**src/rtl/pipeline_hazard_ctrl_pkg.sv**
```systemverilog
// Shared definitions for the pipeline hazard controller: register-address
// width, FSM state encoding and the per-stage control bundle with its
// canonical output patterns.
package pipeline_hazard_ctrl_pkg;

    localparam int unsigned REG_ADDR_W = 2;

    typedef enum logic [1:0] {
        HZ_RUN      = 2'd0,
        HZ_FLUSH    = 2'd1,
        HZ_MEM_WAIT = 2'd2,
        HZ_HALTED   = 2'd3
    } hz_state_e;

    // Stage controls driven toward the PC and pipeline registers
    typedef struct packed {
        logic pc_write;
        logic if_id_write;
        logic if_id_flush;
        logic id_ex_write;
        logic id_ex_bubble;
        logic ex_mem_write;
        logic mem_wb_bubble;
        logic mem_stall;
        logic halted;
    } hz_ctrl_t;

    // Held in reset: nothing loads, every stage is cleared
    localparam hz_ctrl_t CTRL_RESET = '{
        pc_write: 1'b0, if_id_write: 1'b0, if_id_flush: 1'b1,
        id_ex_write: 1'b0, id_ex_bubble: 1'b1, ex_mem_write: 1'b0,
        mem_wb_bubble: 1'b1, mem_stall: 1'b0, halted: 1'b0};

    // Free-flowing pipeline
    localparam hz_ctrl_t CTRL_RUN = '{
        pc_write: 1'b1, if_id_write: 1'b1, if_id_flush: 1'b0,
        id_ex_write: 1'b1, id_ex_bubble: 1'b0, ex_mem_write: 1'b1,
        mem_wb_bubble: 1'b0, mem_stall: 1'b0, halted: 1'b0};

    // Memory not ready: everything upstream of MEM/WB holds
    localparam hz_ctrl_t CTRL_FREEZE = '{
        pc_write: 1'b0, if_id_write: 1'b0, if_id_flush: 1'b0,
        id_ex_write: 1'b0, id_ex_bubble: 1'b0, ex_mem_write: 1'b0,
        mem_wb_bubble: 1'b1, mem_stall: 1'b1, halted: 1'b0};

    // Redirect: fetch the target, squash IF/ID and ID/EX
    localparam hz_ctrl_t CTRL_FLUSH = '{
        pc_write: 1'b1, if_id_write: 1'b1, if_id_flush: 1'b1,
        id_ex_write: 1'b1, id_ex_bubble: 1'b1, ex_mem_write: 1'b1,
        mem_wb_bubble: 1'b0, mem_stall: 1'b0, halted: 1'b0};

    // Load-use: hold PC and IF/ID, insert one bubble into EX
    localparam hz_ctrl_t CTRL_LOADUSE = '{
        pc_write: 1'b0, if_id_write: 1'b0, if_id_flush: 1'b0,
        id_ex_write: 1'b1, id_ex_bubble: 1'b1, ex_mem_write: 1'b1,
        mem_wb_bubble: 1'b0, mem_stall: 1'b0, halted: 1'b0};

    // Halted: front end stopped, back end keeps draining
    localparam hz_ctrl_t CTRL_HALT = '{
        pc_write: 1'b0, if_id_write: 1'b0, if_id_flush: 1'b0,
        id_ex_write: 1'b1, id_ex_bubble: 1'b1, ex_mem_write: 1'b1,
        mem_wb_bubble: 1'b0, mem_stall: 1'b0, halted: 1'b1};

endpackage

```
**src/rtl/pipeline_hazard_ctrl_hazard_detect.sv**
```systemverilog
// hazard_detect: combinational load-use comparator. Flags an ID instruction
// that reads the destination of a load still sitting in ID/EX.
//   ex_mem_read_i, ex_rd_i             : load in ID/EX and its destination
//   id_valid_i, id_rs_i, id_rt_i,
//   id_uses_rs_i, id_uses_rt_i         : ID instruction source operands
//   loaduse_o                          : stall required (combinational)
module hazard_detect
    import pipeline_hazard_ctrl_pkg::*;
(
    input  logic                  ex_mem_read_i,
    input  logic [REG_ADDR_W-1:0] ex_rd_i,
    input  logic                  id_valid_i,
    input  logic [REG_ADDR_W-1:0] id_rs_i,
    input  logic [REG_ADDR_W-1:0] id_rt_i,
    input  logic                  id_uses_rs_i,
    input  logic                  id_uses_rt_i,
    output logic                  loaduse_o
);

    logic rs_hit;
    logic rt_hit;

    assign rs_hit    = id_uses_rs_i && (id_rs_i == ex_rd_i);
    assign rt_hit    = id_uses_rt_i && (id_rt_i == ex_rd_i);
    assign loaduse_o = ex_mem_read_i && id_valid_i && (rs_hit || rt_hit);

endmodule

```
**src/rtl/pipeline_hazard_ctrl.sv**
```systemverilog
// pipeline_hazard_ctrl: stall/flush sequencer for the 5-stage core.
// Handles load-use, taken-redirect flush, data-memory wait and HLT drain.
// Outputs are decoded combinationally from the state register and inputs.
//   clk, reset_n                  : clock, async active-low reset
//   id_* / ex_* / dmem_*          : hazard sources from ID, EX and MEM
//   pc_write .. mem_wb_bubble     : per-stage write-enable/flush/bubble
//   mem_stall, halted             : status
//   stall_cycles                  : saturating stall counter, present only
//                                   when HAZARD_PERF_COUNTER_EN is defined
module pipeline_hazard_ctrl
    import pipeline_hazard_ctrl_pkg::*;
#(
    parameter int unsigned FLUSH_CYCLES = 1,
    parameter int unsigned PERF_W       = 16
) (
    input  logic                  clk,
    input  logic                  reset_n,
    input  logic                  id_valid,
    input  logic [REG_ADDR_W-1:0] id_rs,
    input  logic [REG_ADDR_W-1:0] id_rt,
    input  logic                  id_uses_rs,
    input  logic                  id_uses_rt,
    input  logic                  id_halt,
    input  logic                  ex_mem_read,
    input  logic [REG_ADDR_W-1:0] ex_rd,
    input  logic                  ex_redirect,
    input  logic                  dmem_req,
    input  logic                  dmem_ready,
    output logic                  pc_write,
    output logic                  if_id_write,
    output logic                  if_id_flush,
    output logic                  id_ex_write,
    output logic                  id_ex_bubble,
    output logic                  ex_mem_write,
    output logic                  mem_wb_bubble,
    output logic                  mem_stall,
`ifdef HAZARD_PERF_COUNTER_EN
    output logic [PERF_W-1:0]     stall_cycles,
`endif
    output logic                  halted
);

    // Elaboration-time parameter sanity
    if (FLUSH_CYCLES < 1 || FLUSH_CYCLES > 3) begin : g_bad_flush_cycles
        $error("FLUSH_CYCLES must be 1..3");
    end
    if (PERF_W == 0) begin : g_bad_perf_w
        $error("PERF_W must be non-zero");
    end

    localparam logic [1:0] FLUSH_INIT  = 2'(FLUSH_CYCLES - 1);
    localparam bit         MULTI_FLUSH = (FLUSH_CYCLES > 1);

    hz_state_e  state_q, state_d;
    logic [1:0] flush_cnt_q, flush_cnt_d;
    logic       resume_flush_q, resume_flush_d;
    hz_ctrl_t   ctrl;
    hz_ctrl_t   ctrl_out;
    logic       memwait;
    logic       loaduse;
    logic       eval_run;
    logic       eval_flush;

    assign memwait = dmem_req && !dmem_ready;

    hazard_detect u_hazard_detect (
        .ex_mem_read_i (ex_mem_read),
        .ex_rd_i       (ex_rd),
        .id_valid_i    (id_valid),
        .id_rs_i       (id_rs),
        .id_rt_i       (id_rt),
        .id_uses_rs_i  (id_uses_rs),
        .id_uses_rt_i  (id_uses_rt),
        .loaduse_o     (loaduse)
    );

    // State register
    always_ff @(posedge clk or negedge reset_n) begin
        if (!reset_n) begin
            state_q        <= HZ_RUN;
            flush_cnt_q    <= 2'd0;
            resume_flush_q <= 1'b0;
        end else begin
            state_q        <= state_d;
            flush_cnt_q    <= flush_cnt_d;
            resume_flush_q <= resume_flush_d;
        end
    end

    // Next-state and output decode
    always_comb begin
        state_d        = state_q;
        flush_cnt_d    = flush_cnt_q;
        resume_flush_d = resume_flush_q;
        ctrl           = CTRL_RUN;
        eval_run       = 1'b0;
        eval_flush     = 1'b0;

        case (state_q)
            HZ_RUN: begin
                if (memwait) begin
                    ctrl           = CTRL_FREEZE;
                    state_d        = HZ_MEM_WAIT;
                    resume_flush_d = 1'b0;
                end else begin
                    eval_run = 1'b1;
                end
            end
            HZ_FLUSH: begin
                // Flush count is held across the wait and resumed after it
                if (memwait) begin
                    ctrl           = CTRL_FREEZE;
                    state_d        = HZ_MEM_WAIT;
                    resume_flush_d = 1'b1;
                end else begin
                    eval_flush = 1'b1;
                end
            end
            HZ_MEM_WAIT: begin
                // Release cycle is decoded as if the wait never happened
                if (memwait) begin
                    ctrl = CTRL_FREEZE;
                end else begin
                    resume_flush_d = 1'b0;
                    eval_flush     = resume_flush_q;
                    eval_run       = !resume_flush_q;
                end
            end
            HZ_HALTED: begin
                ctrl        = memwait ? CTRL_FREEZE : CTRL_HALT;
                ctrl.halted = 1'b1;
            end
            default: begin
                state_d = HZ_RUN;
            end
        endcase

        if (eval_flush) begin
            ctrl = CTRL_FLUSH;
            if (flush_cnt_q <= 2'd1) begin
                state_d     = HZ_RUN;
                flush_cnt_d = 2'd0;
            end else begin
                state_d     = HZ_FLUSH;
                flush_cnt_d = 2'(flush_cnt_q - 2'd1);
            end
        end else if (eval_run) begin
            state_d = HZ_RUN;
            // Redirect beats load-use: the dependent ID instruction is squashed
            if (ex_redirect) begin
                ctrl = CTRL_FLUSH;
                if (MULTI_FLUSH) begin
                    state_d     = HZ_FLUSH;
                    flush_cnt_d = FLUSH_INIT;
                end
            end else if (loaduse) begin
                ctrl = CTRL_LOADUSE;
            end else if (id_halt && id_valid) begin
                state_d = HZ_HALTED;
            end
        end
    end

    // Reset forces the clearing pattern regardless of state
    assign ctrl_out      = reset_n ? ctrl : CTRL_RESET;
    assign pc_write      = ctrl_out.pc_write;
    assign if_id_write   = ctrl_out.if_id_write;
    assign if_id_flush   = ctrl_out.if_id_flush;
    assign id_ex_write   = ctrl_out.id_ex_write;
    assign id_ex_bubble  = ctrl_out.id_ex_bubble;
    assign ex_mem_write  = ctrl_out.ex_mem_write;
    assign mem_wb_bubble = ctrl_out.mem_wb_bubble;
    assign mem_stall     = ctrl_out.mem_stall;
    assign halted        = ctrl_out.halted;

`ifdef HAZARD_PERF_COUNTER_EN
    logic [PERF_W-1:0] stall_cycles_q;

    // Saturating count of stalled-PC cycles outside HALTED
    always_ff @(posedge clk or negedge reset_n) begin
        if (!reset_n) begin
            stall_cycles_q <= '0;
        end else if (!pc_write && (state_q != HZ_HALTED)
                     && (stall_cycles_q != {PERF_W{1'b1}})) begin
            stall_cycles_q <= stall_cycles_q + PERF_W'(1);
        end
    end

    assign stall_cycles = stall_cycles_q;
`endif

endmodule

```
**config.mk**
```make
export PLATFORM = sky130hd
export DESIGN_NAME = pipeline_hazard_ctrl
export DESIGN_NICKNAME = d
export VERILOG_FILES = /design/src/rtl/pipeline_hazard_ctrl_pkg.sv /design/src/rtl/pipeline_hazard_ctrl_hazard_detect.sv /design/src/rtl/pipeline_hazard_ctrl.sv
export SDC_FILE = /design/constraint.sdc
export NUM_CORES = 1
export LEC_CHECK = 0
export BUFFER_PORTS_ARGS = -buffer_cell sky130_fd_sc_hd__buf_2
export CORE_AREA = 2 2 39 41
export DETAILED_ROUTE_END_ITERATION = 10
export DIE_AREA = 0 0 41 43
export PLACE_DENSITY_LB_ADDON = 0.08
export SLEW_MARGIN = 15
export SYNTH_ARGS = -nofsm -noshare
export SYNTH_HDL_FRONTEND = slang
export SYNTH_SLANG_ARGS = --single-unit
```
**constraint.sdc**
```tcl
create_clock -name clk -period 2 [get_ports clk]
set_input_delay 0.4 -clock clk [delete_from_list [all_inputs] [get_ports clk]]
set_output_delay 0.4 -clock clk [all_outputs]
set_load 0.05 [all_outputs]
```
# Word level (Yosys, flattened, before mapping)
# Index checks and enable logic that the tools add are counted.
dict set report op_classes {
  add_sub_neg 1
  magnitude_cmp 1
  n_eq_ne 7
  mux 25
  reduce_logical 17
}
# cell count
set ops {}
lappend ops {{9-bit 2-to-1 mux} 6}
lappend ops {{9-bit one-hot mux with 2 select lines} 1}
lappend ops {{2-bit 2-to-1 mux} 8}
lappend ops {{3-bit nonzero test} 3}
lappend ops {{1-bit logical AND} 6}
lappend ops {{1-bit 2-to-1 mux} 6}
lappend ops {{6-bit 2-to-1 mux} 1}
lappend ops {{2-bit equality test} 2}
lappend ops {{2-bit equality test (second input constant)} 2}
lappend ops {{2-bit != test (second input constant)} 2}
lappend ops {{1-bit one-hot mux with 2 select lines} 2}
lappend ops {{1-bit one-hot mux with 3 select lines} 1}
lappend ops {{3-bit AND reduction} 1}
lappend ops {{3-bit OR reduction} 1}
lappend ops {{2-bit by 1-bit equality test with 1-bit output (second input constant)} 1}
lappend ops {{2-bit by 1-bit less-or-equal comparator with 1-bit output (second input constant)} 1}
lappend ops {{1-bit zero test} 2}
lappend ops {{2-bit zero test} 1}
lappend ops {{2-bit AND reduction} 1}
lappend ops {{2-bit OR reduction} 1}
lappend ops {{2-bit by 1-bit subtractor with 2-bit output (second input constant)} 1}
lappend ops {{1-bit logical OR} 1}
dict set report word_totals {
  register_bits 5
  input_bits 16
  elab_cells 54
}

# Longest topological paths before layout
dict set report logic_depth {
  depth_word 9
  ltp_mapped 7
}

# Hierarchy
# A second synthesis with hierarchy kept.
dict set report unflattened {
  cells_unflattened 59
  hier_area_um2 501.7
}
# mod instances cells_each area_each_um2
set by_module_without_submodules {}
lappend by_module_without_submodules {pipeline_hazard_ctrl 1 52 447.9}
lappend by_module_without_submodules {hazard_detect 1 7 53.8}

# Worst setup path before layout
# Ideal clock, no wire load.
dict set report synth_timing {
  path_type {register to output}
  start {register state_q[0]}
  end {output halted}
  t_arrival_ps 2938
  required_time_ps 1600
  slack_ps -1338
  path_stages_with_launch 7
  n_path_buf 0
  cell_sequence {dfrtp_1 -> inv_1 -> ha_1 -> nor2b_1 -> o21ai_0 -> o211ai_1 -> a211oi_1}
}
dict set report synth_between {
  elab_chain_len 8
  word_cells_on_any_way 13
}
# item line_no
set synth_rtl {}
lappend synth_rtl {{start: declaration} pipeline_hazard_ctrl.sv:54} ;# hz_state_e state_q, state_d;
lappend synth_rtl {{start signal: assignment} pipeline_hazard_ctrl.sv:84} ;# state_q <= state_d;
lappend synth_rtl {{2-bit equality test (tied with other cells)} pipeline_hazard_ctrl.sv:99} ;# case (state_q)
lappend synth_rtl {{3-bit OR reduction (no line)} --}
lappend synth_rtl {{9-bit one-hot mux with 2 select lines} pipeline_hazard_ctrl.sv:99}
lappend synth_rtl {{9-bit 2-to-1 mux} pipeline_hazard_ctrl.sv:156} ;# end else if (loaduse) begin
lappend synth_rtl {{9-bit 2-to-1 mux} pipeline_hazard_ctrl.sv:150} ;# if (ex_redirect) begin
lappend synth_rtl {{9-bit 2-to-1 mux} pipeline_hazard_ctrl.sv:147} ;# end else if (eval_run) begin
lappend synth_rtl {{9-bit 2-to-1 mux (*)} pipeline_hazard_ctrl.sv:138} ;# if (eval_flush) begin
lappend synth_rtl {{9-bit 2-to-1 mux (*)} pipeline_hazard_ctrl.sv:165} ;# assign ctrl_out = reset_n ? ctrl : CTRL_RESET;
lappend synth_rtl {{end: declaration} pipeline_hazard_ctrl.sv:40} ;# output logic halted
# Every way passes the cells marked *; elsewhere a longest branch is shown, timed or not.

# Worst setup path in the final report
dict set report layout_timing {
  start {register state_q[0]}
  end {output id_ex_bubble}
}
dict set report layout_between {
  elab_chain_len 8
  word_cells_on_any_way 13
}
# item line_no
set layout_rtl {}
lappend layout_rtl {{2-bit equality test (tied with other cells)} pipeline_hazard_ctrl.sv:99}
lappend layout_rtl {{3-bit OR reduction (no line)} --}
lappend layout_rtl {{9-bit one-hot mux with 2 select lines} pipeline_hazard_ctrl.sv:99}
lappend layout_rtl {{9-bit 2-to-1 mux} pipeline_hazard_ctrl.sv:156}
lappend layout_rtl {{9-bit 2-to-1 mux} pipeline_hazard_ctrl.sv:150}
lappend layout_rtl {{9-bit 2-to-1 mux} pipeline_hazard_ctrl.sv:147}
lappend layout_rtl {{9-bit 2-to-1 mux (*)} pipeline_hazard_ctrl.sv:138}
lappend layout_rtl {{9-bit 2-to-1 mux (*)} pipeline_hazard_ctrl.sv:165}
lappend layout_rtl {{end: declaration} pipeline_hazard_ctrl.sv:33} ;# output logic id_ex_bubble,
# Marks and branches as above.

==> impl_metrics.toml <==
[global_route]
grt_pass1_vias = 593
grt_pass1_wl_um = 2366
grt_remaining_overflow = 0
grt_usage = 0.2006
antenna_found_initial = 0
grt_max_degree = 8

[finish]
mostFrequentLayoutCells = "buf_4 (25), buf_2 (18), nand2_1 (5)"
nFillCells = 100
antennaDiodeCount = 0
syn_to_final_growth_pct = 102.8
finalNonFillerCells = 127
drive_gt1_frac = 0.6577
final_common_cell = "buf_4"
fin_nets = 132
post-route-cell-area_um2 = 984.7

[power_and_ir_drop]
irDropWorstVdd_uv = 546.1
intPower_w = 0.0004660
pwr_density_cell_nw_per_um2 = 808.6
p_sw_w = 0.0003303
p_leak_nw = 0.4653
pwr-share-clk = 0.155
p_seq_frac = 0.183
combPwrFrac = 0.662
p_sw_frac = 0.4148

[sta]
fin_skew_ns = 0.01242
fin_crit_sh = 1.146
slew_headroom = 0.7481
worstMarginPinSlew_ns = 0.3761
slew_viol_final = 0
setup_viol_count_final = 5
fin_setup_tns_ns = -1.173
finalCriticalPeriod_ns = 2.292
hold_violations = 0
setup_slack_ns = -0.2925
rsz0062_at_grt = "yes"
max_freq_ghz = 0.4362

[die]
die_h_um = 43
io_pins = 25
initial_core_util = 0.3508
die_width_um = 41
dieArea_um2 = 1763
core-area_um2 = 1384
rows = 14

[placement]
gpl.final_weighted_congestion = 0.7820
place_ws_ns = -0.3392
dpl_cell_area_um2 = 818.3
dp.cells = 116
port_buffers = 24
hpwl_um = 1067

[logic_synthesis]
ys_ff_latch = 5
netlist_area_um2 = 485.5
syn_nets = 81
avgSynthCellArea_um2 = 7.958
ys_seq_area_frac = 0.2577
synthMuxAreaShare = 0
async_flop_share = 1.000
synth-compound-area-share = 0.2552
synth_top_family_by_area = "simple AND/OR/NAND/NOR gates"
synthFlopType = "dfrtp_1"
synth_xor_xnor_area_share = 0.03608
synth-edff-count = 0
syn_inst = 61
yosysWarnings = 0
yosys.area_share.simple = 0.2629
ys_types = 26
synthAdderAreaFrac = 0.1031

[clocking]
cts_tree = "built"
h-tree-depth = 1
clock_latency_ns = 0.26
ctsRootBufferMaster = "clkbuf_4"
clock_sinks = 5
cts_buffers = 3
clk_pin_slew_ns = 0.05
cts_max_path_buffers = 2

[critical_path]
crit_type = "reg -> out"
start_kind = "register"
crit_path_start = "state_q[0]"
required_ns = 1.60
timing.rr.start = "state_q[0]"
endpoint_kind = "primary output"
worstPathMaxFanout = 4
arrival_ns = 1.89
r2r_setup_slack_ns = 0.40

[hold_path]
min_path_type = "in -> async"

[detailed_routing]
drt_iter0_markers = 8
wl_per_cell_um = 11.45
num_vias = 636
viasPerCell = 5.008
drcViolationCount = 0
antenna_left = 0
routed_wl_um = 1454
drt-pass1-iter-count = 4

[run_status]
status = "finished with violations"
violations = "negative setup slack"

[run]
drv_cap = 0
-- worst max-delay path: stages (launching register included) --
cell and delay (ns):
dfrtp_2 0.44, inv_4 0.07, ha_4 0.16, nor2b_4 0.12, o21a_1 0.21, buf_6 0.13
a221o_2 0.37, buf_8 0.15
-- layer usage --
metal  wire, um  global-route usage  up-vias
met5          0                   0        -
met3         80             0.07853        2
li1           -                   -      317
met4          7             0.06000        0
met2        765              0.3156       18
met1        599              0.2417      299
-- registers in the layout, indices dropped and copies added, names as in the netlist --
register / cells
flush_cnt_q: 2
state_q: 2
resume_flush_q: 1
-- timing repair --
item	4_1_cts	5_1_grt
pin swaps	11	6
gates resized for setup	22	2
endpoints found under the setup margin	5	5
hold endpoints to repair	3	0
buffers inserted	7	1
hold buffers	1	0
-- Yosys cell counts, types with 2 or more instances --
master    number  area (um2)
inv_1          6       22.52
nand2_1        6       22.52
dfrtp_1        5       125.1
nand3_1        5       25.02
ha_1           4       50.05
o21ai_0        4       20.02
nor2_1         3       11.26
a211oi_1       2       15.01
a21o_1         2       15.01
and3_1         2       12.51
buf_4          2       15.01
nor3_1         2       10.01
nor4_1         2       12.51
o211ai_1       2       15.01
o21a_1         2       15.01
xor2_1         2       17.52
-- power by group through the flow --
stage	clock network (W)	registers [W]	logic, W
after floorplan	0	0.000137	0.000255
after global placement	0	0.000143	0.000408
after detailed placement	0	0.000142	0.000412
after CTS	0.000127	0.000143	0.000514
after global routing	0.000134	0.000148	0.000566
final	0.000123	0.000146	0.000527
-- per-stage QoR --
stage | power (W) | hold WS (ns) | util
floorplan | 0.0003921 | 0.1044 | -
global placement | 0.0005515 | 0.2135 | 0.5913
detailed placement | 0.0005535 | 0.2162 | 0.5913
CTS | 0.0007831 | 0.06389 | 0.7025
global route | 0.0008478 | 0.06215 | 0.7116
finish | 0.0007963 | 0.06619 | 0.7116
-- layout make-up --
| type | instances | area (um2) | share of cell area |
|---|---|---|---|
| Multi-Input combinational cell | 47 | 434.2 | 0.4409 |
| Clock buffer | 4 | 26.28 | 0.02668 |
| Timing Repair Buffer | 49 | 347.8 | 0.3532 |
| Tap cell | 16 | 20.02 | 0.02033 |
| Sequential cell | 5 | 127.6 | 0.1296 |
| Inverter | 6 | 28.78 | 0.02922 |
-- logic make-up after synthesis --
group,count (synthesis)
AO/OA/AOI/OAI,17
buffers and inverters,9
XOR/XNOR,2
flip-flops,5
AND/OR/NAND/NOR,24
adder cells (fa/ha/maj),4
-- final timing paths --
check                                       to  cells past startpoint
worst max-delay path              id_ex_bubble                      7
worst min-delay path            resume_flush_q                      2
worst max register to register      state_q[0]                      8
worst min register to register  flush_cnt_q[1]                      1
max in group asynchronous           state_q[0]                      2
min in group clk                flush_cnt_q[1]                      1
Power figures use the tool's default switching activity.
